**src/rtl/net_arbiter_multi_if.sv**
```systemverilog
// Bundle of everything that crosses the arbiter boundary: the ownership request
// channel, NUM_DOM domain-side AXIS pairs, the shared NIC AXIS pair and the
// NIC reset / ownership status. The arbiter uses the slave view.
interface net_arbiter_multi_if #(
  parameter int NUM_DOM = 2,
  parameter int DW      = 32
);
  localparam int OW = (NUM_DOM > 1) ? $clog2(NUM_DOM) : 1;
  localparam int KW = DW / 8;

  // Ownership request channel
  logic                  req_valid;
  logic [OW-1:0]         req_owner;
  logic                  req_ready;

  // Domain-side tx streams (domain -> arbiter)
  logic [NUM_DOM*DW-1:0] D_txd_tdata;
  logic [NUM_DOM*KW-1:0] D_txd_tkeep;
  logic [NUM_DOM-1:0]    D_txd_tlast;
  logic [NUM_DOM-1:0]    D_txd_tvalid;
  logic [NUM_DOM-1:0]    D_txd_tready;

  // Domain-side rx streams (arbiter -> domain)
  logic [NUM_DOM*DW-1:0] D_rxd_tdata;
  logic [NUM_DOM*KW-1:0] D_rxd_tkeep;
  logic [NUM_DOM-1:0]    D_rxd_tlast;
  logic [NUM_DOM-1:0]    D_rxd_tvalid;
  logic [NUM_DOM-1:0]    D_rxd_tready;

  // NIC tx stream (arbiter -> NIC)
  logic [DW-1:0]         O_txd_tdata;
  logic [KW-1:0]         O_txd_tkeep;
  logic                  O_txd_tlast;
  logic                  O_txd_tvalid;
  logic                  O_txd_tready;

  // NIC rx stream (NIC -> arbiter)
  logic [DW-1:0]         O_rxd_tdata;
  logic [KW-1:0]         O_rxd_tkeep;
  logic                  O_rxd_tlast;
  logic                  O_rxd_tvalid;
  logic                  O_rxd_tready;

  // NIC reset and ownership status
  logic                  O_aresetn;
  logic [OW-1:0]         owner;
  logic                  owner_vld;
  logic                  trusted;
  logic                  forced_sw;

  modport slave (
    input  req_valid, req_owner,
    input  D_txd_tdata, D_txd_tkeep, D_txd_tlast, D_txd_tvalid,
    output D_txd_tready,
    output D_rxd_tdata, D_rxd_tkeep, D_rxd_tlast, D_rxd_tvalid,
    input  D_rxd_tready,
    output O_txd_tdata, O_txd_tkeep, O_txd_tlast, O_txd_tvalid,
    input  O_txd_tready,
    input  O_rxd_tdata, O_rxd_tkeep, O_rxd_tlast, O_rxd_tvalid,
    output O_rxd_tready,
    output req_ready, O_aresetn, owner, owner_vld, trusted, forced_sw
  );

  modport master (
    output req_valid, req_owner,
    output D_txd_tdata, D_txd_tkeep, D_txd_tlast, D_txd_tvalid,
    input  D_txd_tready,
    input  D_rxd_tdata, D_rxd_tkeep, D_rxd_tlast, D_rxd_tvalid,
    output D_rxd_tready,
    input  O_txd_tdata, O_txd_tkeep, O_txd_tlast, O_txd_tvalid,
    output O_txd_tready,
    output O_rxd_tdata, O_rxd_tkeep, O_rxd_tlast, O_rxd_tvalid,
    input  O_rxd_tready,
    input  req_ready, O_aresetn, owner, owner_vld, trusted, forced_sw
  );
endinterface

```
**src/rtl/net_arbiter_multi.sv**
```systemverilog
// N-domain NIC arbiter. One owner domain at a time gets a zero-latency AXIS
// path to the shared NIC. Ownership only moves at packet boundaries (or after
// a bounded drain), and every move is followed by a NIC reset pulse so no
// state leaks from one domain to the next. trusted/owner_vld are registered
// and only asserted in GRANTED, so they can never straddle an owner change.
module net_arbiter_multi #(
  parameter int NUM_DOM    = 2,
  parameter int DW         = 32,
  parameter int TRUSTED_ID = 0,
  parameter int DRAIN_TO   = 1024,
  parameter int RST_CYC    = 4
) (
  input  logic                  S_CLK,
  input  logic                  S_ARESETN,
  net_arbiter_multi_if.slave    bus
);
  localparam int OW   = (NUM_DOM > 1) ? $clog2(NUM_DOM) : 1;
  localparam int KW   = DW / 8;
  localparam int CMAX = (DRAIN_TO > RST_CYC) ? DRAIN_TO : RST_CYC;
  localparam int CW   = $clog2(CMAX) + 1;

  localparam logic [OW-1:0] TID        = OW'(TRUSTED_ID);
  localparam logic [CW-1:0] DRAIN_LAST = CW'(DRAIN_TO - 1);
  localparam logic [CW-1:0] RST_LAST   = CW'(RST_CYC - 1);
  localparam logic [CW-1:0] CNT_SAT    = {CW{1'b1}};

  typedef enum logic [1:0] {
    ST_IDLE    = 2'd0,
    ST_GRANTED = 2'd1,
    ST_DRAIN   = 2'd2,
    ST_NICRST  = 2'd3
  } state_t;

  state_t          state_q;
  logic [OW-1:0]   owner_q;
  logic [OW-1:0]   pending_q;
  logic [CW-1:0]   cnt_q;
  logic            owner_vld_q;
  logic            trusted_q;
  logic            forced_sw_q;
  logic            aresetn_q;
  logic            req_ready_q;
  logic            tx_inpkt_q;
  logic            rx_inpkt_q;
  logic            tx_inpkt_d;
  logic            rx_inpkt_d;

  logic                  tx_pass_s;
  logic                  rx_pass_s;
  logic [NUM_DOM-1:0]    tx_sel_s;
  logic [NUM_DOM-1:0]    rx_sel_s;
  logic                  req_ok_s;
  logic                  req_acc_s;
  logic                  tx_acc_s;
  logic                  rx_acc_s;

  logic [DW-1:0]         o_txd_tdata_s;
  logic [KW-1:0]         o_txd_tkeep_s;
  logic                  o_txd_tlast_s;
  logic                  o_txd_tvalid_s;
  logic                  o_rxd_tready_s;
  logic [NUM_DOM-1:0]    d_txd_tready_s;
  logic [NUM_DOM*DW-1:0] d_rxd_tdata_s;
  logic [NUM_DOM*KW-1:0] d_rxd_tkeep_s;
  logic [NUM_DOM-1:0]    d_rxd_tlast_s;
  logic [NUM_DOM-1:0]    d_rxd_tvalid_s;

  // Owner-selected AND-OR stream mux, request qualification and packet tracker next state
  always_comb begin
    tx_pass_s      = (state_q == ST_GRANTED) || ((state_q == ST_DRAIN) && tx_inpkt_q);
    rx_pass_s      = (state_q == ST_GRANTED) || ((state_q == ST_DRAIN) && rx_inpkt_q);
    tx_sel_s       = '0;
    rx_sel_s       = '0;
    o_txd_tdata_s  = '0;
    o_txd_tkeep_s  = '0;
    o_txd_tlast_s  = 1'b0;
    o_txd_tvalid_s = 1'b0;
    o_rxd_tready_s = 1'b0;
    d_txd_tready_s = '0;
    d_rxd_tdata_s  = '0;
    d_rxd_tkeep_s  = '0;
    d_rxd_tlast_s  = '0;
    d_rxd_tvalid_s = '0;
    for (int i = 0; i < NUM_DOM; i++) begin
      tx_sel_s[i]     = tx_pass_s && (owner_q == OW'(i));
      rx_sel_s[i]     = rx_pass_s && (owner_q == OW'(i));
      o_txd_tdata_s   = o_txd_tdata_s | (bus.D_txd_tdata[i*DW +: DW] & {DW{tx_sel_s[i]}});
      o_txd_tkeep_s   = o_txd_tkeep_s | (bus.D_txd_tkeep[i*KW +: KW] & {KW{tx_sel_s[i]}});
      o_txd_tlast_s   = o_txd_tlast_s  | (bus.D_txd_tlast[i]  & tx_sel_s[i]);
      o_txd_tvalid_s  = o_txd_tvalid_s | (bus.D_txd_tvalid[i] & tx_sel_s[i]);
      d_txd_tready_s[i] = bus.O_txd_tready & tx_sel_s[i];
      d_rxd_tdata_s[i*DW +: DW] = bus.O_rxd_tdata & {DW{rx_sel_s[i]}};
      d_rxd_tkeep_s[i*KW +: KW] = bus.O_rxd_tkeep & {KW{rx_sel_s[i]}};
      d_rxd_tlast_s[i]  = bus.O_rxd_tlast  & rx_sel_s[i];
      d_rxd_tvalid_s[i] = bus.O_rxd_tvalid & rx_sel_s[i];
      o_rxd_tready_s    = o_rxd_tready_s | (bus.D_rxd_tready[i] & rx_sel_s[i]);
    end
    // Out-of-range owners are dropped here so they can never reach the mux
    req_ok_s   = (int'({1'b0, bus.req_owner}) < NUM_DOM);
    req_acc_s  = bus.req_valid && req_ready_q && req_ok_s;
    tx_acc_s   = o_txd_tvalid_s && bus.O_txd_tready;
    rx_acc_s   = bus.O_rxd_tvalid && o_rxd_tready_s;
    tx_inpkt_d = (state_q == ST_NICRST) ? 1'b0 : (tx_acc_s ? !o_txd_tlast_s : tx_inpkt_q);
    rx_inpkt_d = (state_q == ST_NICRST) ? 1'b0 : (rx_acc_s ? !bus.O_rxd_tlast : rx_inpkt_q);
  end

  // Ownership FSM with registered status outputs, shared drain/reset counter and packet trackers
  always_ff @(posedge S_CLK) begin
    if (!S_ARESETN) begin
      state_q     <= ST_IDLE;
      owner_q     <= '0;
      pending_q   <= '0;
      cnt_q       <= '0;
      owner_vld_q <= 1'b0;
      trusted_q   <= 1'b0;
      forced_sw_q <= 1'b0;
      aresetn_q   <= 1'b0;
      req_ready_q <= 1'b0;
      tx_inpkt_q  <= 1'b0;
      rx_inpkt_q  <= 1'b0;
    end else begin
      forced_sw_q <= 1'b0;
      tx_inpkt_q  <= tx_inpkt_d;
      rx_inpkt_q  <= rx_inpkt_d;
      case (state_q)
        ST_IDLE: begin
          aresetn_q   <= 1'b1;
          req_ready_q <= 1'b1;
          if (req_acc_s) begin
            state_q     <= ST_NICRST;
            pending_q   <= bus.req_owner;
            cnt_q       <= '0;
            aresetn_q   <= 1'b0;
            req_ready_q <= 1'b0;
          end
        end
        ST_GRANTED: begin
          if (req_acc_s && (bus.req_owner != owner_q)) begin
            state_q     <= ST_DRAIN;
            pending_q   <= bus.req_owner;
            cnt_q       <= '0;
            owner_vld_q <= 1'b0;
            trusted_q   <= 1'b0;
            req_ready_q <= 1'b0;
          end
        end
        ST_DRAIN: begin
          if (!tx_inpkt_q && !rx_inpkt_q) begin
            state_q   <= ST_NICRST;
            cnt_q     <= '0;
            aresetn_q <= 1'b0;
          end else if (cnt_q == DRAIN_LAST) begin
            // Stalled packet: abandon it rather than hold the NIC forever
            state_q     <= ST_NICRST;
            cnt_q       <= '0;
            aresetn_q   <= 1'b0;
            forced_sw_q <= 1'b1;
          end else if (cnt_q != CNT_SAT) begin
            cnt_q <= cnt_q + {{(CW-1){1'b0}}, 1'b1};
          end
        end
        ST_NICRST: begin
          if (cnt_q == RST_LAST) begin
            state_q     <= ST_GRANTED;
            owner_q     <= pending_q;
            owner_vld_q <= 1'b1;
            trusted_q   <= (pending_q == TID);
            aresetn_q   <= 1'b1;
            req_ready_q <= 1'b1;
          end else begin
            cnt_q <= cnt_q + {{(CW-1){1'b0}}, 1'b1};
          end
        end
        default: begin
          state_q     <= ST_IDLE;
          owner_vld_q <= 1'b0;
          trusted_q   <= 1'b0;
          aresetn_q   <= 1'b0;
          req_ready_q <= 1'b0;
        end
      endcase
    end
  end

  assign bus.O_txd_tdata  = o_txd_tdata_s;
  assign bus.O_txd_tkeep  = o_txd_tkeep_s;
  assign bus.O_txd_tlast  = o_txd_tlast_s;
  assign bus.O_txd_tvalid = o_txd_tvalid_s;
  assign bus.O_rxd_tready = o_rxd_tready_s;
  assign bus.D_txd_tready = d_txd_tready_s;
  assign bus.D_rxd_tdata  = d_rxd_tdata_s;
  assign bus.D_rxd_tkeep  = d_rxd_tkeep_s;
  assign bus.D_rxd_tlast  = d_rxd_tlast_s;
  assign bus.D_rxd_tvalid = d_rxd_tvalid_s;
  assign bus.req_ready    = req_ready_q;
  assign bus.O_aresetn    = aresetn_q;
  assign bus.owner        = owner_q;
  assign bus.owner_vld    = owner_vld_q;
  assign bus.trusted      = trusted_q;
  assign bus.forced_sw    = forced_sw_q;

endmodule

```
**src/flat_wrapper.sv**
```systemverilog
// flat-port wrapper written by rule: the top's interface ports become plain ports
module net_arbiter_multi_flat 
#(
  parameter int NUM_DOM    = 2,
  parameter int DW         = 32,
  parameter int TRUSTED_ID = 0,
  parameter int DRAIN_TO   = 1024,
  parameter int RST_CYC    = 4
)
  (S_CLK, S_ARESETN, bus_req_valid, bus_req_owner, bus_D_txd_tdata, bus_D_txd_tkeep, bus_D_txd_tlast, bus_D_txd_tvalid, bus_D_txd_tready, bus_D_rxd_tdata, bus_D_rxd_tkeep, bus_D_rxd_tlast, bus_D_rxd_tvalid, bus_D_rxd_tready, bus_O_txd_tdata, bus_O_txd_tkeep, bus_O_txd_tlast, bus_O_txd_tvalid, bus_O_txd_tready, bus_O_rxd_tdata, bus_O_rxd_tkeep, bus_O_rxd_tlast, bus_O_rxd_tvalid, bus_O_rxd_tready, bus_req_ready, bus_O_aresetn, bus_owner, bus_owner_vld, bus_trusted, bus_forced_sw);
  net_arbiter_multi_if #(.NUM_DOM(NUM_DOM), .DW(DW)) bus_i ();
  input  logic S_CLK;
  input  logic S_ARESETN;
  input wire logic [$bits(bus_i.req_valid)-1:0] bus_req_valid;
  input wire logic [$bits(bus_i.req_owner)-1:0] bus_req_owner;
  input wire logic [$bits(bus_i.D_txd_tdata)-1:0] bus_D_txd_tdata;
  input wire logic [$bits(bus_i.D_txd_tkeep)-1:0] bus_D_txd_tkeep;
  input wire logic [$bits(bus_i.D_txd_tlast)-1:0] bus_D_txd_tlast;
  input wire logic [$bits(bus_i.D_txd_tvalid)-1:0] bus_D_txd_tvalid;
  output wire logic [$bits(bus_i.D_txd_tready)-1:0] bus_D_txd_tready;
  output wire logic [$bits(bus_i.D_rxd_tdata)-1:0] bus_D_rxd_tdata;
  output wire logic [$bits(bus_i.D_rxd_tkeep)-1:0] bus_D_rxd_tkeep;
  output wire logic [$bits(bus_i.D_rxd_tlast)-1:0] bus_D_rxd_tlast;
  output wire logic [$bits(bus_i.D_rxd_tvalid)-1:0] bus_D_rxd_tvalid;
  input wire logic [$bits(bus_i.D_rxd_tready)-1:0] bus_D_rxd_tready;
  output wire logic [$bits(bus_i.O_txd_tdata)-1:0] bus_O_txd_tdata;
  output wire logic [$bits(bus_i.O_txd_tkeep)-1:0] bus_O_txd_tkeep;
  output wire logic [$bits(bus_i.O_txd_tlast)-1:0] bus_O_txd_tlast;
  output wire logic [$bits(bus_i.O_txd_tvalid)-1:0] bus_O_txd_tvalid;
  input wire logic [$bits(bus_i.O_txd_tready)-1:0] bus_O_txd_tready;
  input wire logic [$bits(bus_i.O_rxd_tdata)-1:0] bus_O_rxd_tdata;
  input wire logic [$bits(bus_i.O_rxd_tkeep)-1:0] bus_O_rxd_tkeep;
  input wire logic [$bits(bus_i.O_rxd_tlast)-1:0] bus_O_rxd_tlast;
  input wire logic [$bits(bus_i.O_rxd_tvalid)-1:0] bus_O_rxd_tvalid;
  output wire logic [$bits(bus_i.O_rxd_tready)-1:0] bus_O_rxd_tready;
  output wire logic [$bits(bus_i.req_ready)-1:0] bus_req_ready;
  output wire logic [$bits(bus_i.O_aresetn)-1:0] bus_O_aresetn;
  output wire logic [$bits(bus_i.owner)-1:0] bus_owner;
  output wire logic [$bits(bus_i.owner_vld)-1:0] bus_owner_vld;
  output wire logic [$bits(bus_i.trusted)-1:0] bus_trusted;
  output wire logic [$bits(bus_i.forced_sw)-1:0] bus_forced_sw;
  assign bus_i.req_valid = bus_req_valid;
  assign bus_i.req_owner = bus_req_owner;
  assign bus_i.D_txd_tdata = bus_D_txd_tdata;
  assign bus_i.D_txd_tkeep = bus_D_txd_tkeep;
  assign bus_i.D_txd_tlast = bus_D_txd_tlast;
  assign bus_i.D_txd_tvalid = bus_D_txd_tvalid;
  assign bus_D_txd_tready = bus_i.D_txd_tready;
  assign bus_D_rxd_tdata = bus_i.D_rxd_tdata;
  assign bus_D_rxd_tkeep = bus_i.D_rxd_tkeep;
  assign bus_D_rxd_tlast = bus_i.D_rxd_tlast;
  assign bus_D_rxd_tvalid = bus_i.D_rxd_tvalid;
  assign bus_i.D_rxd_tready = bus_D_rxd_tready;
  assign bus_O_txd_tdata = bus_i.O_txd_tdata;
  assign bus_O_txd_tkeep = bus_i.O_txd_tkeep;
  assign bus_O_txd_tlast = bus_i.O_txd_tlast;
  assign bus_O_txd_tvalid = bus_i.O_txd_tvalid;
  assign bus_i.O_txd_tready = bus_O_txd_tready;
  assign bus_i.O_rxd_tdata = bus_O_rxd_tdata;
  assign bus_i.O_rxd_tkeep = bus_O_rxd_tkeep;
  assign bus_i.O_rxd_tlast = bus_O_rxd_tlast;
  assign bus_i.O_rxd_tvalid = bus_O_rxd_tvalid;
  assign bus_O_rxd_tready = bus_i.O_rxd_tready;
  assign bus_req_ready = bus_i.req_ready;
  assign bus_O_aresetn = bus_i.O_aresetn;
  assign bus_owner = bus_i.owner;
  assign bus_owner_vld = bus_i.owner_vld;
  assign bus_trusted = bus_i.trusted;
  assign bus_forced_sw = bus_i.forced_sw;
  net_arbiter_multi #(.NUM_DOM(NUM_DOM), .DW(DW), .TRUSTED_ID(TRUSTED_ID), .DRAIN_TO(DRAIN_TO), .RST_CYC(RST_CYC)) u_core (.S_CLK(S_CLK), .S_ARESETN(S_ARESETN), .bus(bus_i));
endmodule
```
**config.mk**
```make
export PLATFORM = sky130hd
export DESIGN_NAME = net_arbiter_multi_flat
export DESIGN_NICKNAME = d
export VERILOG_FILES = /design/src/rtl/net_arbiter_multi_if.sv /design/src/rtl/net_arbiter_multi.sv /design/src/flat_wrapper.sv
export SDC_FILE = /design/constraint.sdc
export NUM_CORES = 1
export LEC_CHECK = 0
export CORE_AREA = 2 2 94 96
export DETAILED_ROUTE_END_ITERATION = 10
export DIE_AREA = 0 0 96 98
export GPL_TIMING_DRIVEN = 0
export PLACE_DENSITY = 0.77
export SYNTH_ARGS = -nofsm -noshare
export SYNTH_HDL_FRONTEND = slang
export SYNTH_SLANG_ARGS = --single-unit
```
**constraint.sdc**
```tcl
create_clock -name S_CLK -period 2 [get_ports S_CLK]
set_input_delay 0.2 -clock S_CLK [delete_from_list [all_inputs] [get_ports S_CLK]]
set_output_delay 0.2 -clock S_CLK [all_outputs]
set_load 0.1 [all_outputs]
```
Word level (Yosys, flattened, before mapping)
Index checks and enable logic that the tools add are counted.
{ "word_totals": {"ff_bits": 22, "word_cells": 112, "out_inout_bits": 123, "in_bits": 121} }
{ "op_classes": {"mux": 27, "add_sub_neg": 1, "n_reduce_logical": 31, "bitwise_logic": 29, "n_eq_ne": 13} }
{ "op_table": {"columns": ["operator", "n"], "rows": [
  ["AND 32 bit", 4],
  ["two-way mux 11 bit", 6],
  ["case mux 11 bit (4 select lines)", 1],
  ["bitwise OR 32 bit", 1],
  ["AND 4 bit", 4],
  ["AND 1 bit", 12],
  ["AND reduction 3 bit", 4],
  ["adder 11 x 1 -> 11 bit (second input constant)", 1],
  ["== test 11 x 10 -> 1 bit (second input constant)", 1],
  ["== test 11 x 2 -> 1 bit (second input constant)", 1],
  ["logical AND 1 bit", 11],
  ["inequality test 11 bit (second input constant)", 1],
  ["two-way mux 2 bit", 5],
  ["two-way mux 1 bit", 9],
  ["case mux 2 bit (4 select lines)", 1],
  ["AND reduction 4 bit", 2],
  ["inequality test 2 bit (second input constant)", 3],
  ["case mux 1 bit (2 select lines)", 3],
  ["case mux 1 bit (3 select lines)", 2],
  ["nonzero test 3 bit", 2],
  ["== test 2 bit (second input constant)", 2],
  ["zero test 1 bit", 4],
  ["inequality test 4 bit (second input constant)", 1],
  ["inverter 1 bit", 4],
  ["12 further kinds", 16]
]} }

Depth between registers and ports, before layout
Gate-level depths: netlist (run 1).
{ "logic_depth": {"depth_word": 7, "mapped_depth": 9, "depth_no_buf": 7} }

Worst setup path after synthesis (run 1)
OpenSTA, ideal clock, no wires.
{ "synth_timing": {"kind": "register to output", "start": "reg u_core.owner_q (netlist: u_core.bus.owner)", "end": "out bus_O_txd_tdata[12]", "t_required_ns": 1.800, "t_arrival_ns": 2.588, "path_stages_with_launch": 5, "path_slack_ns": -0.788, "n_path_buf": 2, "cell_sequence": "dfxtp_1 > nor2b_1 > buf_2 > buf_1 > a22o_1"} }
{ "synth_via": {"elab_chain_cells": 4, "word_cells_on_any_way": 6, "classes_between": "bitwise: 4; reduce/logical: 2"} }
{ "synth_lines": {"columns": ["item", "line_no", "source"], "rows": [
  ["from (decl)", "net_arbiter_multi.sv:35", "logic [OW-1:0] owner_q;"],
  ["from (signal assigned)", "net_arbiter_multi.sv:165", "owner_q <= pending_q;"],
  ["inverter 1 bit", "net_arbiter_multi.sv:85", "tx_sel_s[i] = tx_pass_s && (owner_q == OW'(i));"],
  ["logical AND 1 bit", "net_arbiter_multi.sv:85", null],
  ["AND 32 bit", "net_arbiter_multi.sv:87", "o_txd_tdata_s = o_txd_tdata_s | (bus.D_txd_tdata[i*DW +: DW] & {DW{tx_sel_s[i]}});"],
  ["bitwise OR 32 bit *", "net_arbiter_multi.sv:87", null],
  ["to (decl)", "flat_wrapper.sv:26", "output wire logic [$bits(bus_i.O_txd_tdata)-1:0] bus_O_txd_tdata;"]
]} }
Mark *: on every way between the ends. The rest lies on a longest branch, timed or not.

Worst setup path after layout (run 1)
{ "layout_timing": {"start": "reg u_core.state_q[0]", "end": "out bus_O_txd_tdata[29]"} }
{ "layout_via": {"elab_chain_cells": 6, "word_cells_on_any_way": 9, "classes_between": "eq/ne: 2; bitwise: 3; reduce/logical: 4"} }
{ "layout_lines": {"columns": ["item", "line_no", "source"], "rows": [
  ["from (decl)", "net_arbiter_multi.sv:34", "state_t state_q;"],
  ["from (signal assigned)", "net_arbiter_multi.sv:110", "state_q <= ST_IDLE;"],
  ["from (signal assigned)", "net_arbiter_multi.sv:130", "state_q <= ST_NICRST;"],
  ["from (signal assigned)", "net_arbiter_multi.sv:139", "state_q <= ST_DRAIN;"],
  ["== test 2 bit", "net_arbiter_multi.sv:70", "tx_pass_s = (state_q == ST_GRANTED) || ((state_q == ST_DRAIN) && tx_inpkt_q);"],
  ["logical AND 1 bit", "net_arbiter_multi.sv:70", null],
  ["logical OR 1 bit *", "net_arbiter_multi.sv:70", null],
  ["logical AND 1 bit", "net_arbiter_multi.sv:85", null],
  ["AND 32 bit", "net_arbiter_multi.sv:87", null],
  ["bitwise OR 32 bit *", "net_arbiter_multi.sv:87", null]
]} }
Marks and branches as above.

==> results.sh, run 1 <==
export IMPL_outcome="finished, violations left"
export IMPL_violations="setup timing"
export IMPL_num_rows=34
export IMPL_synthArstFlopShare_pct=0
export IMPL_crit_path_start="u_core.state_q[0]"
export IMPL_r2r_start="u_core.state_q[0]"
export IMPL_tns_ns=-7.31
export IMPL_finClkSkew_ns=0.00160
export IMPL_core_mm2=0.00847
export IMPL_clockBufferDepth=2
export IMPL_final_nets=678
export IMPL_wire_per_inst_um=21.3
export IMPL_slew_violations=0
export IMPL_cts_made_buffers=3
export IMPL_drt_total_wl_um=14000
export IMPL_critPathLaunchType="flop"
export IMPL_ant_nets=0
export IMPL_drc_errors=0
export IMPL_holdBufCountCts=0
export IMPL_clkLatencyLatePin_ns=0.27
export IMPL_seq_area_frac_synth_pct=20.4
export IMPL_powerDensity_mw_per_mm2=1110
export IMPL_crit_buf_inv=5
export IMPL_grt_overflow=0
export IMPL_dieHeight_um=98
export IMPL_areaGrowthSynthToFinish_pct=208
export IMPL_grt_pass1_wl_um=18600
export IMPL_hold_worst_slack_ns=0.523
export IMPL_drt_iter0_markers=70
export IMPL_combPwrFrac_pct=87.8
export IMPL_synth_seq_cells=22
export IMPL_drt_pass1_iterations=4
export IMPL_fin_crit_sh_pct=106
export IMPL_arrival_ns=1.93
export IMPL_synth_edff_count=0
export IMPL_clk_pin_slew_ns=0.08
export IMPL_viasPerCell=4.94
export IMPL_cts_htree_levels=1
export IMPL_grt_pass1_vias=3257
export IMPL_path_cells="inv_4, ha_4, a21oi_4, buf_6, nor2_4, buf_6, clkbuf_16, a22o_4, buf_12"
export IMPL_die_width_um=96
export IMPL_diodes=0
export IMPL_portBuffers=243
export IMPL_cpMostUsedCell="buf_6"
export IMPL_required_ns=1.80
export IMPL_tightest_slew_ns=0.973
export IMPL_vdd_ir_drop_max_v=0.000823
export IMPL_netlist_instances=277
export IMPL_cp_top_family="buffers and inverters"
export IMPL_critical_path_depth=9
export IMPL_setup_viol=83
export IMPL_ys_warn_count=0
export IMPL_gr_usage_all_layers_pct=25.7
export IMPL_maxCapViolCount=0
export IMPL_avgSynthCellArea_um2=7.80
export IMPL_seqPwrFrac_pct=7.8
export IMPL_critPathCapture="bus_O_txd_tdata[29]"
export IMPL_synth_distinct_cells=48
export IMPL_die_area_mm2=0.00941
export IMPL_cts_tree="yes"
export IMPL_critPathMaxFanout=5
export IMPL_fin_ws_ns=-0.129
export IMPL_synth_area_mm2=0.00216
export IMPL_synthFlopType="dfxtp_1"
export IMPL_clock_power_share_pct=4.5
export IMPL_io_pin_count=244
export IMPL_relSlewSlack_pct=34.9
export IMPL_drive_gt1_share_pct=57.3
export IMPL_clock_sinks=22
export IMPL_hold_viol=0
export IMPL_layout_commonest_cell="clkdlybuf4s50_1"
export IMPL_gp_congestion=0.825
export IMPL_cts_root_buffer="clkbuf_8"
export IMPL_grt_max_degree=13
export IMPL_num_vias=3249
export IMPL_dpl_worst_slack_ns=-1.39
export IMPL_final_cells=658
export IMPL_final_cell_mix="clkdlybuf4s50_1 (123), buf_12 (74), and2_2 (43)"
export IMPL_antenna_found_initial=0
export IMPL_path_class="reg2out"
export IMPL_p_int_w=0.00320
export IMPL_r2r_setup_slack_ns=0.05
export IMPL_min_path_type="reg2reg"
export IMPL_dp_hpwl_um=9350
export IMPL_max_stage_delay_ns=0.39
export IMPL_placed_area_mm2=0.00506
export IMPL_start_util_pct=25.5
export IMPL_finish_instance_area_mm2=0.00666
export IMPL_synth_fp_nets=404
export IMPL_slowest_stage="dfxtp_4"
export IMPL_power_switching_w=0.00418
export IMPL_r2r_end="u_core.cnt_q[8]"
export IMPL_swShare_pct=56.6
export IMPL_reg2regPathDepth=10
export IMPL_dp_cells=628
export IMPL_p_leak_nw=2.88
export IMPL_period_minus_slack_ns=2.13
export IMPL_max_freq_ghz=0.470
export IMPL_grt_setup_unrepaired="yes"
export IMPL_cp_end_kind="primary output"
export IMPL_fillers=514
## stage by stage
step / util, % / power [W]
floorplan: - / 0.00434
global placement: 59.8 / 0.00549
detailed placement: 59.8 / 0.00552
CTS: 70.4 / 0.00662
global route: 78.6 / 0.00762
finish: 78.6 / 0.00738
## synthesized netlist by cell type, drive strengths merged (4+ instances only)
cell type | count | area [um^2]
nor3 | 4 | 20.0
and2 | 79 | 494
clkbuf | 10 | 37.5
nand2 | 7 | 26.3
a22o | 38 | 333
a21oi | 12 | 63.8
buf | 8 | 41.3
nand3 | 7 | 45.0
nor2 | 16 | 60.1
mux2i | 4 | 40.0
o21ai | 8 | 40.0
ha | 6 | 75.1
xor2 | 5 | 43.8
inv | 7 | 26.3
dfxtp | 22 | 440
nand4 | 7 | 50.1
## cell families (layout without fill, tap and decap cells)
kind of cell | count (synthesis) | count (layout) | synth area share [%]
and+or+nand+nor | 137 | 137 | 38.0
adders and majority gates | 6 | 6 | 3.48
muxes | 4 | 4 | 1.85
AOI/OAI and AO/OA | 76 | 76 | 28.1
xor gates and xnor gates | 6 | 6 | 2.43
buffers and inverters | 26 | 299 | 5.74
DFF | 22 | 22 | 20.4
## timing repair
action / CTS / global route
gates cloned: 4 / 2
resized for setup: 975 / 126
pin swaps: 10 / 13
setup buffers: 7 / 15
setup endpoints to repair: 124 / 132
## metal layers
layer  up-vias  GRT usage (%)  wire (um)
met5         -              0          0
met4         0           8.90        692
met3        45           9.57       1410
met2       153           44.0       6910
met1      1500           28.7       5010
li1       1551              -          -
## registers in the layout, summed over array words and instances, names as in the netlist
register / count
u_core.cnt_q: 11
u_core.state_q: 2
u_core.bus.O_aresetn: 1
u_core.bus.forced_sw: 1
u_core.bus.owner: 1
u_core.bus.owner_vld: 1
u_core.bus.req_ready: 1
u_core.bus.trusted: 1
u_core.pending_q: 1
u_core.rx_inpkt_q: 1
u_core.tx_inpkt_q: 1
## worst register-to-register path, delay by kind of cell (launching register included)
kind                       cells  cell delay [ns]
and+or+nand+nor                3             0.66
buffers and inverters          4             0.40
DFF                            1             0.37
AOI/OAI and AO/OA              2             0.25
adders and majority gates      1             0.15
## area by class of cell
cell class | instances | area [um^2] | area share (%)
Buffer | 18 | 249 | 3.74
Clock buffer | 4 | 55.1 | 0.827
Sequential cell | 22 | 450 | 6.77
Timing Repair Buffer | 270 | 3580 | 53.8
Multi-Input combinational cell | 229 | 2150 | 32.3
Tap cell | 108 | 135 | 2.03
Inverter | 7 | 31.3 | 0.470
## power groups by stage
stage          sequential, W  combinational, W  clock (W)
6_report            0.000573           0.00647   0.000328
5_1_grt             0.000584           0.00668   0.000356
4_1_cts             0.000566           0.00572   0.000337
3_5_place_dp        0.000567           0.00495          0
3_3_place_gp        0.000564           0.00492          0
2_1_floorplan       0.000669           0.00367          0
## how the worst min path moves through the flow
stage	slack, ns	startpoint	endpoint	cells past startpoint
global placement	0.48	u_core.bus.trusted	u_core.bus.trusted	2
floorplan	0.31	bus_O_rxd_tlast	u_core.rx_inpkt_q	1
finish	0.52	u_core.bus.trusted	u_core.bus.trusted	2
global route	0.55	u_core.bus.trusted	u_core.bus.trusted	2
CTS	0.53	u_core.bus.trusted	u_core.bus.trusted	2
detailed placement	0.51	u_core.bus.trusted	u_core.bus.trusted	2
No activity file was read; power rests on OpenSTA's default activity.
==> run 2: changes to the inputs <==
Settings changed: GPL_TIMING_DRIVEN 0 to unset.
==> run 2 against run 1 <==
The run still ends with setup timing left. Utilization down 1.4 points. Sequential share of layout area up 0.086 points. Clock skew up 0.00063 ns. Cell area down 1.8%. Sequential power down 2%. Count of clock-buffer cells in the layout down 1. Critical endpoint is now bus_O_txd_tkeep[0].
==> results.sh, run 2 (synthesized netlist as in run 1, its figures left out) <==
export IMPL_outcome="finished, violations left"
export IMPL_violations="setup timing"
export IMPL_reg2regPathDepth=7
export IMPL_drc_errors=0
export IMPL_min_delay_start="u_core.bus.trusted"
export IMPL_drt_iter0_markers=75
export IMPL_num_vias=3083
export IMPL_die_area_mm2=0.00941
export IMPL_cts_tree="yes"
export IMPL_wire_per_inst_um=19.8
export IMPL_max_freq_ghz=0.490
export IMPL_slew_violations=0
export IMPL_clock_sinks=22
export IMPL_grt_overflow=0
export IMPL_cts_made_buffers=3
export IMPL_period_minus_slack_ns=2.04
export IMPL_relSlewSlack_pct=69.9
export IMPL_hold_worst_slack_ns=0.504
export IMPL_drive_gt1_share_pct=55.3
export IMPL_fin_util_pct=77.2
export IMPL_drt_total_wl_um=12500
export IMPL_critPathLaunchType="flop"
export IMPL_cp_end_kind="primary output"
export IMPL_holdBufCountCts=0
export IMPL_multi_input_area_mm2=0.00204
export IMPL_io_pin_count=244
export IMPL_powerDensity_mw_per_mm2=1100
export IMPL_layout_commonest_cell="buf_12"
export IMPL_dieHeight_um=98
export IMPL_r2r_end="u_core.cnt_q[1]"
export IMPL_gr_usage_all_layers_pct=25.5
export IMPL_tns_ns=-0.524
export IMPL_vdd_ir_drop_max_v=0.000859
export IMPL_min_path_type="reg2reg"
export IMPL_tightest_slew_ns=0.447
export IMPL_arrival_ns=1.84
export IMPL_core_mm2=0.00847
export IMPL_grt_pass1_vias=3196
export IMPL_grt_setup_unrepaired="yes"
export IMPL_areaGrowthSynthToFinish_pct=203
export IMPL_largestRegisters="u_core.cnt_q: 11 flops, u_core.state_q: 2 flops"
export IMPL_drt_pass1_iterations=4
export IMPL_num_rows=34
export IMPL_grt_pass1_wl_um=18500
export IMPL_r2r_setup_slack_ns=0.12
export IMPL_cts_htree_levels=1
export IMPL_hold_path_depth=2
export IMPL_antenna_found_initial=0
export IMPL_viasPerCell=4.88
export IMPL_finClkSkew_ns=0.00222
export IMPL_min_to="u_core.bus.trusted"
export IMPL_fillers=556
export IMPL_maxCapViolCount=0
export IMPL_p_leak_nw=2.72
export IMPL_clk_pin_slew_ns=0.08
export IMPL_r2r_start="u_core.state_q[0]"
export IMPL_required_ns=1.80
export IMPL_hold_viol=0
export IMPL_regArea_um2=448
export IMPL_path_class="reg2out"
export IMPL_clockBufferDepth=2
export IMPL_ant_nets=0
export IMPL_clkLatencyLatePin_ns=0.27
export IMPL_largest_register_ffs=11
export IMPL_final_nets=652
export IMPL_grt_max_degree=37
export IMPL_crit_path_start="u_core.state_q[0]"
export IMPL_diodes=0
export IMPL_setup_viol=27
export IMPL_fin_crit_sh_pct=102
export IMPL_start_util_pct=25.5
export IMPL_portBuffers=243
export IMPL_top_register="u_core.cnt_q"
export IMPL_fin_ws_ns=-0.0405
export IMPL_critPathMaxFanout=14
export IMPL_die_width_um=96
export IMPL_gp_congestion=0.900
export IMPL_cts_root_buffer="clkbuf_8"
export IMPL_final_cell_mix="buf_12 (121), clkdlybuf4s50_1 (120), and2_2 (44)"
export IMPL_dpl_worst_slack_ns=0.0958
export IMPL_dp_hpwl_um=10300
[run 2: cell count changes in the layout (fill, tap and decap cells not counted), sizes merged]
cell,delta
bufinv,+1
bufbuf,-1
dlymetal6s2s,-2
clkbuf,-7
dlygate4sd2,-1
clkdlybuf4s50,-3
buf,-13
[run 2: timing repair]
action	4_1_cts	5_1_grt
setup buffers	3	0
pin swaps	6	8
gates cloned	1	1
gates resized for setup	18	10
endpoints found under the setup margin	113	121
[run 2: metal layers]
metal	vias up	share of wire [%]	GRT usage (%)	wire length [um]
met3	31	9.7	8.72	1210
met5	-	0	0	0
met2	134	51	44.9	6420
met4	0	2.9	7.58	363
li1	1485	-	-	-
met1	1433	36	28.5	4530
[run 2: cell type report]
cell class / instances / area share [%]
multi-input combinational: 229 / 31.2
sequential: 22 / 6.85
clock buffer: 3 / 0.632
clock inverter: 1 / 0.459
tap: 108 / 2.07
timing repair buffer: 262 / 58.3
inverter: 7 / 0.440
[run 2: worst max-delay path by stage]
stage / slack [ns] / endpoint / depth (start not counted)
after floorplan: -0.13 / bus_O_txd_tdata[12] / 7
after global placement: 0.15 / u_core.cnt_q[1] / 7
after detailed placement: 0.1 / u_core.cnt_q[1] / 7
after CTS: -0.07 / bus_O_txd_tdata[0] / 8
after global routing: -0.10 / bus_O_txd_tkeep[0] / 8
final: -0.04 / bus_O_txd_tkeep[0] / 8
[run 2: stage by stage]
step | cell area (um^2) | std cells | power [W]
CTS | 6450 | 631 | 0.00714
global route | 6540 | 632 | 0.00740
global placement | 6290 | 623 | 0.00654
detailed placement | 6290 | 623 | 0.00661
finish | 6540 | 632 | 0.00718
floorplan | 2490 | 277 | 0.00434
[run 2: critical path: stages (launching register included)]
cell and delay (ns):
dfxtp_4 0.37, inv_4 0.06, ha_4 0.15, a21oi_2 0.06, buf_6 0.12, nor2b_4 0.22, buf_12 0.20, a22o_2 0.19
buf_12 0.17
[run 2: power breakdown]
group / total, W / internal [W] / switching [W]
Sequential: 0.000563 / 0.000503 / 0.0000599
Combinational: 0.00620 / 0.00234 / 0.00385
Clock: 0.000420 / 0.000268 / 0.000153
==> run 3: changes to the inputs <==
Settings changed: CTS_CLUSTER_SIZE set to 28, PLACE_DENSITY 0.77 to unset, PLACE_DENSITY_LB_ADDON set to 0.12.
==> run 3 against run 2 <==
Clock skew rose by 0.0037 ns. Critical endpoint is now bus_O_txd_tlast. The run still ends with setup timing left. Cell area rose by 2.9%. Largest cell class unchanged. Critical path type unchanged. Final cell count rose by 2.1%. Flip-flop and latch count did not move.
==> results.sh, run 3 (synthesized netlist as in run 1, its figures left out) <==
export IMPL_viasPerCell=4.93
export IMPL_grt_pass1_vias=3188
export IMPL_largest_register_ffs=11
export IMPL_wire_per_inst_um=20.5
export IMPL_die_width_um=96
export IMPL_dp_cells=621
export IMPL_final_cells=645
export IMPL_tightest_slew_ns=0.476
export IMPL_final_nets=664
export IMPL_top_register="u_core.cnt_q"
export IMPL_cp_top_family="buffers and inverters"
export IMPL_drt_total_wl_um=13200
export IMPL_areaGrowthSynthToFinish_pct=211
export IMPL_cp_end_kind="primary output"
export IMPL_die_area_mm2=0.00941
export IMPL_hold_viol=0
export IMPL_path_class="reg2out"
export IMPL_portBuffers=243
export IMPL_holdBufCountCts=0
export IMPL_min_path_type="reg2reg"
export IMPL_fillers=508
export IMPL_critPathMaxFanout=4
export IMPL_layout_commonest_cell="buf_12"
export IMPL_finClkSkew_ns=0.00594
export IMPL_grt_overflow=0
export IMPL_max_freq_ghz=0.481
export IMPL_dpl_worst_slack_ns=0.0326
export IMPL_cts_htree_levels=1
export IMPL_clockBufferDepth=2
export IMPL_violations="setup timing"
export IMPL_p_leak_nw=2.83
export IMPL_arrival_ns=1.88
export IMPL_drive_gt1_share_pct=56.5
export IMPL_drt_pass1_iterations=4
export IMPL_grt_setup_unrepaired="yes"
export IMPL_fin_util_pct=79.4
export IMPL_num_rows=34
export IMPL_clk_pin_slew_ns=0.08
export IMPL_crit_buf_inv=6
export IMPL_setup_viol=104
export IMPL_io_pin_count=244
export IMPL_num_vias=3177
export IMPL_clock_sinks=22
export IMPL_fin_crit_sh_pct=104
export IMPL_clkLatencyLatePin_ns=0.26
export IMPL_slew_violations=0
export IMPL_antenna_found_initial=1
export IMPL_largestRegisters="u_core.cnt_q: 11 flops, u_core.state_q: 2 flops"
export IMPL_cts_tree="yes"
export IMPL_period_minus_slack_ns=2.08
export IMPL_gr_usage_all_layers_pct=26.1
export IMPL_slowest_stage="dfxtp_4"
export IMPL_fin_ws_ns=-0.0803
export IMPL_required_ns=1.80
export IMPL_powerDensity_mw_per_mm2=1100
export IMPL_gp_congestion=0.908
export IMPL_maxCapViolCount=0
export IMPL_outcome="finished, violations left"
export IMPL_cpMostUsedCell="buf_6"
export IMPL_vdd_ir_drop_max_v=0.000827
export IMPL_ant_nets=0
export IMPL_drc_errors=0
export IMPL_start_util_pct=25.5
export IMPL_dp_hpwl_um=10100
export IMPL_cts_root_buffer="clkbuf_8"
export IMPL_cts_made_buffers=3
export IMPL_grt_pass1_wl_um=18800
export IMPL_max_stage_delay_ns=0.39
export IMPL_relSlewSlack_pct=68.2
export IMPL_critPathLaunchType="flop"
export IMPL_path_cells="inv_4, ha_4, a21oi_2, buf_4, nor2b_4, buf_6, buf_6, a22oi_2, inv_2, buf_12"
export IMPL_drt_iter0_markers=85
export IMPL_final_cell_mix="buf_12 (123), clkdlybuf4s50_1 (120), and2_2 (44)"
export IMPL_core_mm2=0.00847
export IMPL_dieHeight_um=98
export IMPL_grt_max_degree=37
export IMPL_hold_worst_slack_ns=0.512
run 3: metal layers:
| layer | GRT usage (%) | up-vias | share of wire (%) |
|---|---|---|---|
| li1 | - | 1513 | - |
| met1 | 28.3 | 1487 | 34 |
| met2 | 45.6 | 151 | 52 |
| met3 | 10.0 | 26 | 11 |
| met4 | 8.79 | 0 | 2.9 |
| met5 | 0 | - | 0 |
run 3: timing repair:
action,in CTS,in global routing
resized for setup,32,8
hold endpoints to repair,0,0
gates cloned,1,2
pin swaps,13,10
buffers inserted,6,12
endpoints found under the setup margin,117,81
run 3: worst paths after layout:
kind,depth (start not counted),to,from,slack [ns]
worst max-delay path,10,bus_O_txd_tlast,u_core.state_q[0],-0.08
worst min-delay path,2,u_core.bus.trusted,u_core.bus.trusted,0.51
worst max register to register,9,u_core.cnt_q[9],u_core.state_q[0],0.05
worst min register to register,2,u_core.bus.trusted,u_core.bus.trusted,0.51
run 3: stage by stage:
| stage | area (um^2) | power [W] | setup TNS (ns) |
|---|---|---|---|
| after CTS | 6600 | 0.00708 | -1.94 |
| after global routing | 6720 | 0.00761 | -12.69 |
| after floorplan | 2490 | 0.00434 | -1.20 |
| after detailed placement | 6300 | 0.00659 | 0 |
| after global placement | 6300 | 0.00654 | 0 |
| final | 6720 | 0.00738 | -4.09 |
run 3: area by class of cell:
cell class | instances | area, um^2 | area share [%]
flip-flops and latches | 22 | 450 | 6.70
clock buffers | 4 | 55.1 | 0.819
inverters | 7 | 31.3 | 0.465
repair buffers | 274 | 3930 | 58.4
multi-input cells | 229 | 2120 | 31.5
diodes | 1 | 2.50 | 0.0372
well taps | 108 | 135 | 2.01
run 3: power breakdown:
part	switching [W]	internal [W]
Clock	0.000142	0.000176
Combinational	0.00393	0.00254
Sequential	0.0000750	0.000507
run 3: tightest hold or removal path, cell delays in order (launching register included):
cell	delay (ns)
dfxtp_1	0.34
a21oi_1	0.06
nor2_1	0.07
